<file path="src/rtl/mul_unit.sv">
// -----------------------------------------------------------------------------
// mul_unit -- 32x32 integer multiplier returning the low 32 bits of the product.
// This is the MUL execution unit of the processor datapath. The low half of the
// product is the same for signed and unsigned operands, so one datapath serves
// both. The unit is fully pipelined and has no handshake: it accepts a new
// operand pair on every rising edge.
//
// Datapath:
//   Radix-4 Booth recoding of b (zero-extended to 33 bits) -> 17 partial
//   products, each truncated to 32 bits -> 3:2 carry-save tree down to
//   sum/carry -> one 32-bit carry-propagate add into the registered output.
//   Carries out of bit 31 are dropped at every stage.
//
// Build option:
//   MUL_UNIT_PIPE_EN  defined   : the CSA sum/carry pair is registered
//                                 (latency 2 edges).
//                     undefined : the CSA tree and the final adder form one
//                                 combinational path into out (latency 1 edge).
//   The arithmetic result and the reset values are identical in both builds.
//
// Ports:
//   clk    in   1   rising-edge clock
//   rst_n  in   1   synchronous active-low reset; clears every pipeline register
//   a      in  32   multiplicand
//   b      in  32   multiplier
//   out    out 32   registered (a * b) mod 2^32
// -----------------------------------------------------------------------------
module mul_unit (
  input  logic        clk,
  input  logic        rst_n,
  input  logic [31:0] a,
  input  logic [31:0] b,
  output logic [31:0] out
);

  localparam int NUM_PP = 17;

  logic [31:0] w_pp [NUM_PP];
  logic [31:0] w_sum;
  logic [31:0] w_carry;
  logic [31:0] w_add;
  logic [31:0] r_out;

  // Booth recoding. Group i examines {b[2i+1], b[2i], b[2i-1]}. A zero is
  // appended below b[0] and two zeros above b[31], which makes group 16 see
  // b as an unsigned 33-bit value.
  always_comb begin
    logic [34:0] b_ext;
    logic [2:0]  grp;
    logic        one;
    logic        two;
    logic        neg;
    logic [31:0] mag;
    // NOTE: every variable driven in always_comb receives a value on every
    // path before it is read. This prevents a latch from being inferred.
    b_ext = {2'b00, b, 1'b0};
    grp   = 3'b000;
    one   = 1'b0;
    two   = 1'b0;
    neg   = 1'b0;
    mag   = '0;
    for (int i = 0; i < NUM_PP; i++) begin
      grp = b_ext[2*i +: 3];
      one = grp[1] ^ grp[0];
      two = (grp[2] & ~grp[1] & ~grp[0]) | (~grp[2] & grp[1] & grp[0]);
      neg = grp[2];
      mag = one ? a : (two ? {a[30:0], 1'b0} : 32'd0);
      // Negation is two's complement modulo 2^32. Digit 0 on a 111 group
      // gives mag = 0, and the negation of 0 is still 0.
      w_pp[i] = (neg ? (~mag + 32'd1) : mag) << (2 * i);
    end
  end

  // Carry-save tree. Each level packs the rows in groups of three through 3:2
  // compressors and passes leftover rows straight through. The row count goes
  // 17 -> 12 -> 8 -> 6 -> 4 -> 3 -> 2.
  always_comb begin
    logic [31:0] cur [NUM_PP];
    logic [31:0] nxt [NUM_PP];
    int          n;
    int          m;
    cur = w_pp;
    nxt = cur;
    n   = NUM_PP;
    m   = 0;
    for (int lvl = 0; lvl < 6; lvl++) begin
      for (int k = 0; k < NUM_PP; k++) nxt[k] = '0;
      m = 0;
      for (int g = 0; g < 5; g++) begin
        if (3 * g + 2 < n) begin
          nxt[m]     = cur[3*g] ^ cur[3*g+1] ^ cur[3*g+2];
          nxt[m + 1] = ((cur[3*g] & cur[3*g+1]) | (cur[3*g] & cur[3*g+2]) |
                        (cur[3*g+1] & cur[3*g+2])) << 1;
          m = m + 2;
        end
      end
      for (int r = 0; r < NUM_PP; r++) begin
        if (r >= 3 * (n / 3) && r < n) begin
          nxt[m] = cur[r];
          m = m + 1;
        end
      end
      cur = nxt;
      n   = m;
    end
    w_sum   = cur[0];
    w_carry = cur[1];
  end

`ifdef MUL_UNIT_PIPE_EN
  logic [31:0] r_sum;
  logic [31:0] r_carry;

  // NOTE: rst_n is sampled only on the clock edge. It is therefore checked
  // inside the posedge block and does not appear in the sensitivity list.
  always_ff @(posedge clk) begin
    if (!rst_n) begin
      // NOTE: sequential state uses non-blocking assignments. All registers
      // then update together at the edge, regardless of statement order.
      r_sum   <= '0;
      r_carry <= '0;
    end else begin
      r_sum   <= w_sum;
      r_carry <= w_carry;
    end
  end

  assign w_add = r_sum + r_carry;
`else
  assign w_add = w_sum + w_carry;
`endif

  always_ff @(posedge clk) begin
    if (!rst_n) r_out <= '0;
    else        r_out <= w_add;
  end

  assign out = r_out;

endmodule

</file>
<file path="config.mk">
export PLATFORM = sky130hd
export DESIGN_NAME = mul_unit
export DESIGN_NICKNAME = d
export VERILOG_FILES = /design/src/rtl/mul_unit.sv
export SDC_FILE = /design/constraint.sdc
export NUM_CORES = 1
export LEC_CHECK = 0
export ABC_AREA = 1
export CORE_MARGIN = 5
export CORE_UTILIZATION = 65
export DETAILED_ROUTE_END_ITERATION = 6
export MAX_ROUTING_LAYER = met4
export PLACE_DENSITY_LB_ADDON = 0.25
export SLEW_MARGIN = 30
export SYNTH_ARGS = -nofsm -noshare
export SYNTH_HDL_FRONTEND = slang
export SYNTH_SLANG_ARGS = --single-unit
</file>
<file path="constraint.sdc">
create_clock -name clk -period 25.7 [get_ports clk]
set_input_delay 6.425 -clock clk [delete_from_list [all_inputs] [get_ports clk]]
set_output_delay 6.425 -clock clk [all_outputs]
set_load 0.05 [all_outputs]
</file>
==> flow_summary.yaml, run 1 <==
floorplanning:
  core_sq_um: 26700
  row_count: 60
  die_area_sq_um: 30200
  die_x_microns: 174
  ios: 98
  initial_core_util_pct: 65.4
  fp.dieH_microns: 174
route:
  antenna_left: 0
  wl_per_cell_microns: 20.1
  dr.pass1.iters: 7
  num_vias: 18300
  drc: 0
  via_per_inst: 6.09
  wirelength_microns: 60200
  drtIter0Drc: 2295
setup_path:
  cpPeakStageDelay_ns: 0.88
  cp-end-kind: "register"
  path_buf_inv: 10
  crit_path_max_fanout: 27
  cp.required_ns: 25.92
  crit_arrival_ns: 15.49
  cpMaxStageDelayCell: "clkdlybuf4s50_1"
  crit_family: "adder cells"
  critPathMostFrequentCell: "nand2_1"
  worstSetupPathType: "in2reg"
  cp-start-kind: "input pin"
clock_network:
  post_cts_resized: 0
  htreeDepth: 2
  cts-hold-fix-buffers: 0
  clockBufferDepth: 2
  clk_pin_slew_ns: 0.05
  cts_tree: "yes"
  post-cts-setup-buffers: 0
  clk_root_buffer_cell: "clkbuf_16"
  clock_sinks: 32
  cts_made_buffers: 5
job:
  drv_cap: 0
sta:
  period_minus_slack_ns: 15.27
  whs_ns: 6.90
  max_freq_mhz: 65.5
  setup_tns_ns: 0
  period_share_pct: 59.4
  maxSlewViolCount: 0
  setup_viol: 0
  slew_headroom_pct: 27.8
  tightest_slew_ns: 1.08
  rsz0062_at_grt: "false"
  final-hold-violation-count: 0
  setup_slack_ns: 10.43
global_routing:
  grt_max_degree: 32
  globalRoute.totalOverflow: 0
  grt_pass1_wl_microns: 92200
  antenna_found_initial: 1
  grt_usage_pct: 39.6
  first_global_vias: 17200
placed_design:
  numPortBuffers: 97
  gp_congestion: 1.12
  hpwl_microns: 48500
  post-place-ws_ns: 10.28
  place_area_sq_um: 18300
yosys:
  synth_seq_cells: 32
  ys_seq_area_share_pct: 3.68
  ys_warn_count: 0
  syn_nets: 3002
  avgSynthCellArea_sq_um: 6.61
  synth_cell_types: 53
  synth_area_sq_um: 17400
  syn_inst: 2635
cells_and_area:
  largest_register_ffs: 32
  drive_gt1_share_pct: 5.92
  nFillCells: 2374
  fin_nets: 3019
  multiInputGateArea_sq_um: 14100
  regArea_sq_um: 641
  areaGrowthSynthToFinish_pct: 6.07
  final_area_sq_um: 18500
outcome:
  status: "completed"
hold_path:
  hold_path_class: "in2reg"
cells by family (layout without fill, tap and decap cells):
kind of cell | Yosys count | in the layout | share of synthesized area [%]
flip-flops | 32 | 32 | 3.68
other | 0 | 2 | 0
AND/OR/NAND/NOR | 985 | 985 | 24.4
adder cells (fa/ha/maj) | 301 | 301 | 29.7
XOR/XNOR | 232 | 232 | 11.7
AO/OA/AOI/OAI | 445 | 445 | 15.3
buffers and inverters | 640 | 658 | 15.3
per-layer routing:
metal  track usage (%)  share of wire [%]  vias up
met3              7.63                 13      251
li1                  -                  -     8319
met2              58.5                 42     1241
met5                 -                  0        -
met4              17.9                6.0        0
met1              53.0                 39     8442
per-stage QoR:
stage	util (%)	instances
6_report	69.3	2996
5_1_grt	69.3	2995
4_1_cts	69.3	2994
3_5_place_dp	68.6	2986
3_3_place_gp	68.6	2986
2_1_floorplan	-	2635
synth_stat cells, drive strengths merged:
library cell | count | share of area [%]
nand3b | 9 | 0.39
clkinv | 3 | 0.065
o21ai | 164 | 4.8
o21a | 9 | 0.39
clkbuf | 28 | 0.62
xor2 | 144 | 7.2
o22ai | 157 | 6.1
xnor2 | 88 | 4.4
ha | 113 | 8.1
a41oi | 1 | 0.050
dfxtp | 32 | 3.7
nor3 | 33 | 1.2
buf | 69 | 2.9
a31oi | 16 | 0.57
o41ai | 4 | 0.33
nand2 | 540 | 13
nor4b | 1 | 0.050
inv | 540 | 12
fa | 188 | 22
nand3 | 96 | 2.8
nor2 | 284 | 6.5
o221ai | 1 | 0.050
o21bai | 1 | 0.043
o211a | 1 | 0.057
or2 | 3 | 0.11
and3 | 1 | 0.036
nor4 | 8 | 0.29
nand4 | 10 | 0.39
o31ai | 16 | 0.69
o311ai | 1 | 0.050
o211ai | 1 | 0.043
a21oi | 73 | 2.1
worst paths after layout:
kind,end,from,slack [ns],depth (start not counted)
worst max-delay path,out[31],b[3],10.43,42
worst min-delay path,out[1],b[0],6.90,3
cells in the final DEF, fill, tap and decap left out, types with 16 or more instances in the layout:
master / n
inv_1: 504
xor2_1: 144
clkdlybuf4s50_1: 97
a21oi_1: 73
o21ai_0: 117
dfxtp_1: 32
nand2_1: 492
fa_1: 188
o21ai_1: 41
a31oi_1: 16
nor3_1: 26
o31ai_1: 16
xnor2_1: 88
nand2_2: 38
nor2_2: 22
nand3_1: 95
ha_1: 113
o22ai_1: 144
nor2_1: 260
inv_2: 31
cell type report:
cell class | instances | share of cell area (%)
Multi-Input combinational cell | 1963 | 76.4
Clock buffer | 7 | 0.826
Clock inverter | 1 | 0.163
Antenna cell | 2 | 0.0271
Inverter | 543 | 11.1
Timing Repair Buffer | 107 | 5.66
Tap cell | 341 | 2.31
Sequential cell | 32 | 3.47
Power of run 1 is not shown: default switching activity piles up to over one toggle a cycle in this logic, so the estimate is an artifact.
==> inputs of run 2 (changes only) <==
--- a/config.mk
+++ b/config.mk
@@ -7,7 +7,7 @@
 export LEC_CHECK = 0
 export ABC_AREA = 1
 export CORE_MARGIN = 5
-export CORE_UTILIZATION = 65
+export CORE_UTILIZATION = 58
 export DETAILED_ROUTE_END_ITERATION = 6
 export MAX_ROUTING_LAYER = met4
 export PLACE_DENSITY_LB_ADDON = 0.25
==> constraint.sdc (replaced) <==
create_clock -name clk -period 12.2 [get_ports clk]
set_input_delay 3.05 -clock clk [delete_from_list [all_inputs] [get_ports clk]]
set_output_delay 3.05 -clock clk [all_outputs]
set_load 0.05 [all_outputs]
==> run 2 against run 1 <==
Against the previous run:
- via count shrank 1.9%
- final area grew 1.5%
- flip-flop and latch count is the same
- non-clock buffer count grew 35
- hold slack lost 3.7 ns
- critical path depth shrank 1
- the run now ends with DRC left
- critical endpoint unchanged
- setup slack lost 9.6 ns
- sequential share of layout area shrank 0.052 points
- die area grew 11%
- wire length grew 1.1%
- largest cell class unchanged
- first-iteration DRC count shrank 11%
- clock-buffer cell count is the same
==> flow_summary.yaml, run 2 (synthesis gave the netlist of run 1 again) <==
floorplanning:
  ios: 98
  initial_core_util_pct: 58.8
  row_count: 63
  die_x_microns: 183
  fp.dieH_microns: 183
  core_sq_um: 29600
  die_area_sq_um: 33600
route:
  dr_wl_met3_microns: 7110
  antenna_left: 0
  wirelength_microns: 60900
  met2WireLength_microns: 26300
  via_per_inst: 5.82
  top_layer: "met4"
  drc: 8
  num_vias: 17900
  drtIter0Drc: 2048
  m1WireLength_microns: 25000
  wl_per_cell_microns: 19.8
  dr.pass1.iters: 7
clock_network:
  cts_tree: "yes"
  htreeDepth: 2
  post_cts_resized: 0
  clk_pin_slew_ns: 0.05
  post-cts-setup-buffers: 0
  clockBufferDepth: 2
  clk_root_buffer_cell: "clkbuf_16"
  cts-hold-fix-buffers: 0
  clock_sinks: 32
  cts_made_buffers: 5
outcome:
  violations: "DRC"
  status: "finished with violations"
sta:
  period_minus_slack_ns: 11.36
  period_share_pct: 93.1
  maxSlewViolCount: 0
  max_freq_mhz: 88.0
  final-hold-violation-count: 0
  setup_viol: 0
  slew_headroom_pct: 44.6
  setup_tns_ns: 0
  tightest_slew_ns: 0.828
  rsz0062_at_grt: "false"
setup_path:
  crit_cells: 41
  cp-end-kind: "register"
  cpMaxStageDelayCell: "clkdlybuf4s50_1"
  crit_family: "adder cells"
  critPathMostFrequentCell: "inv_1"
  path_buf_inv: 12
  crit_start: "b[7]"
  cp.required_ns: 12.37
  crit_path_end: "out[31]"
  cp-start-kind: "input pin"
  crit_path_max_fanout: 23
  crit_arrival_ns: 11.53
  cpPeakStageDelay_ns: 0.72
  worstSetupPathType: "in2reg"
placed_design:
  hpwl_microns: 50700
  place_area_sq_um: 18600
  numPortBuffers: 97
  gp_congestion: 1.10
global_routing:
  globalRoute.totalOverflow: 0
  antenna_found_initial: 0
  first_global_vias: 17100
  grt_max_degree: 32
  grt_usage_pct: 36.8
  grt_pass1_wl_microns: 94500
job:
  drv_cap: 0
cells_and_area:
  layout_commonest_cell: "inv_1"
  areaGrowthSynthToFinish_pct: 7.70
  drive_gt1_share_pct: 7.11
  fin_nets: 3054
  largest_register_ffs: 32
  nFillCells: 2836
  layout_common_cells: "505 x inv_1, 493 x nand2_1, 260 x nor2_1"
  final_area_sq_um: 18800
hold_path:
  hold_path_class: "in2reg"
-- run 2: stage by stage --
step	setup WS [ns]	instances	utilization, %	hold WS [ns]
floorplan	2.47	2635	-	3.19
global placement	0.802	3070	62.8	3.80
detailed placement	0.692	3070	62.8	3.81
CTS	0.970	3077	63.3	3.52
global route	0.253	3077	63.3	3.26
finish	0.840	3078	63.3	3.22
-- run 2: cell type report --
cell class	count	area (sq um)	share of cell area, %
well taps	390	488	2.60
clock buffers	7	153	0.814
inverters	543	2050	10.9
diodes	1	2.50	0.0133
repair buffers	142	1300	6.95
multi-input cells	1963	14100	75.3
flip-flops and latches	32	641	3.41
-- run 2: worst min path at each step --
stage               start  endpoint  depth (start not counted)
detailed placement   b[0]    out[1]                          3
global placement     b[0]    out[1]                          3
finish              rst_n    out[9]                          3
global route        rst_n    out[5]                          3
floorplan           rst_n   out[10]                          2
CTS                  b[0]    out[1]                          3
-- run 2: metal layers --
metal / vias up / global-route usage, %
met5: - / -
met4: 0 / 12.0
met3: 152 / 5.75
met2: 1049 / 55.9
met1: 8339 / 50.5
li1: 8374 / -
Power of run 2 is left out for the same reason.
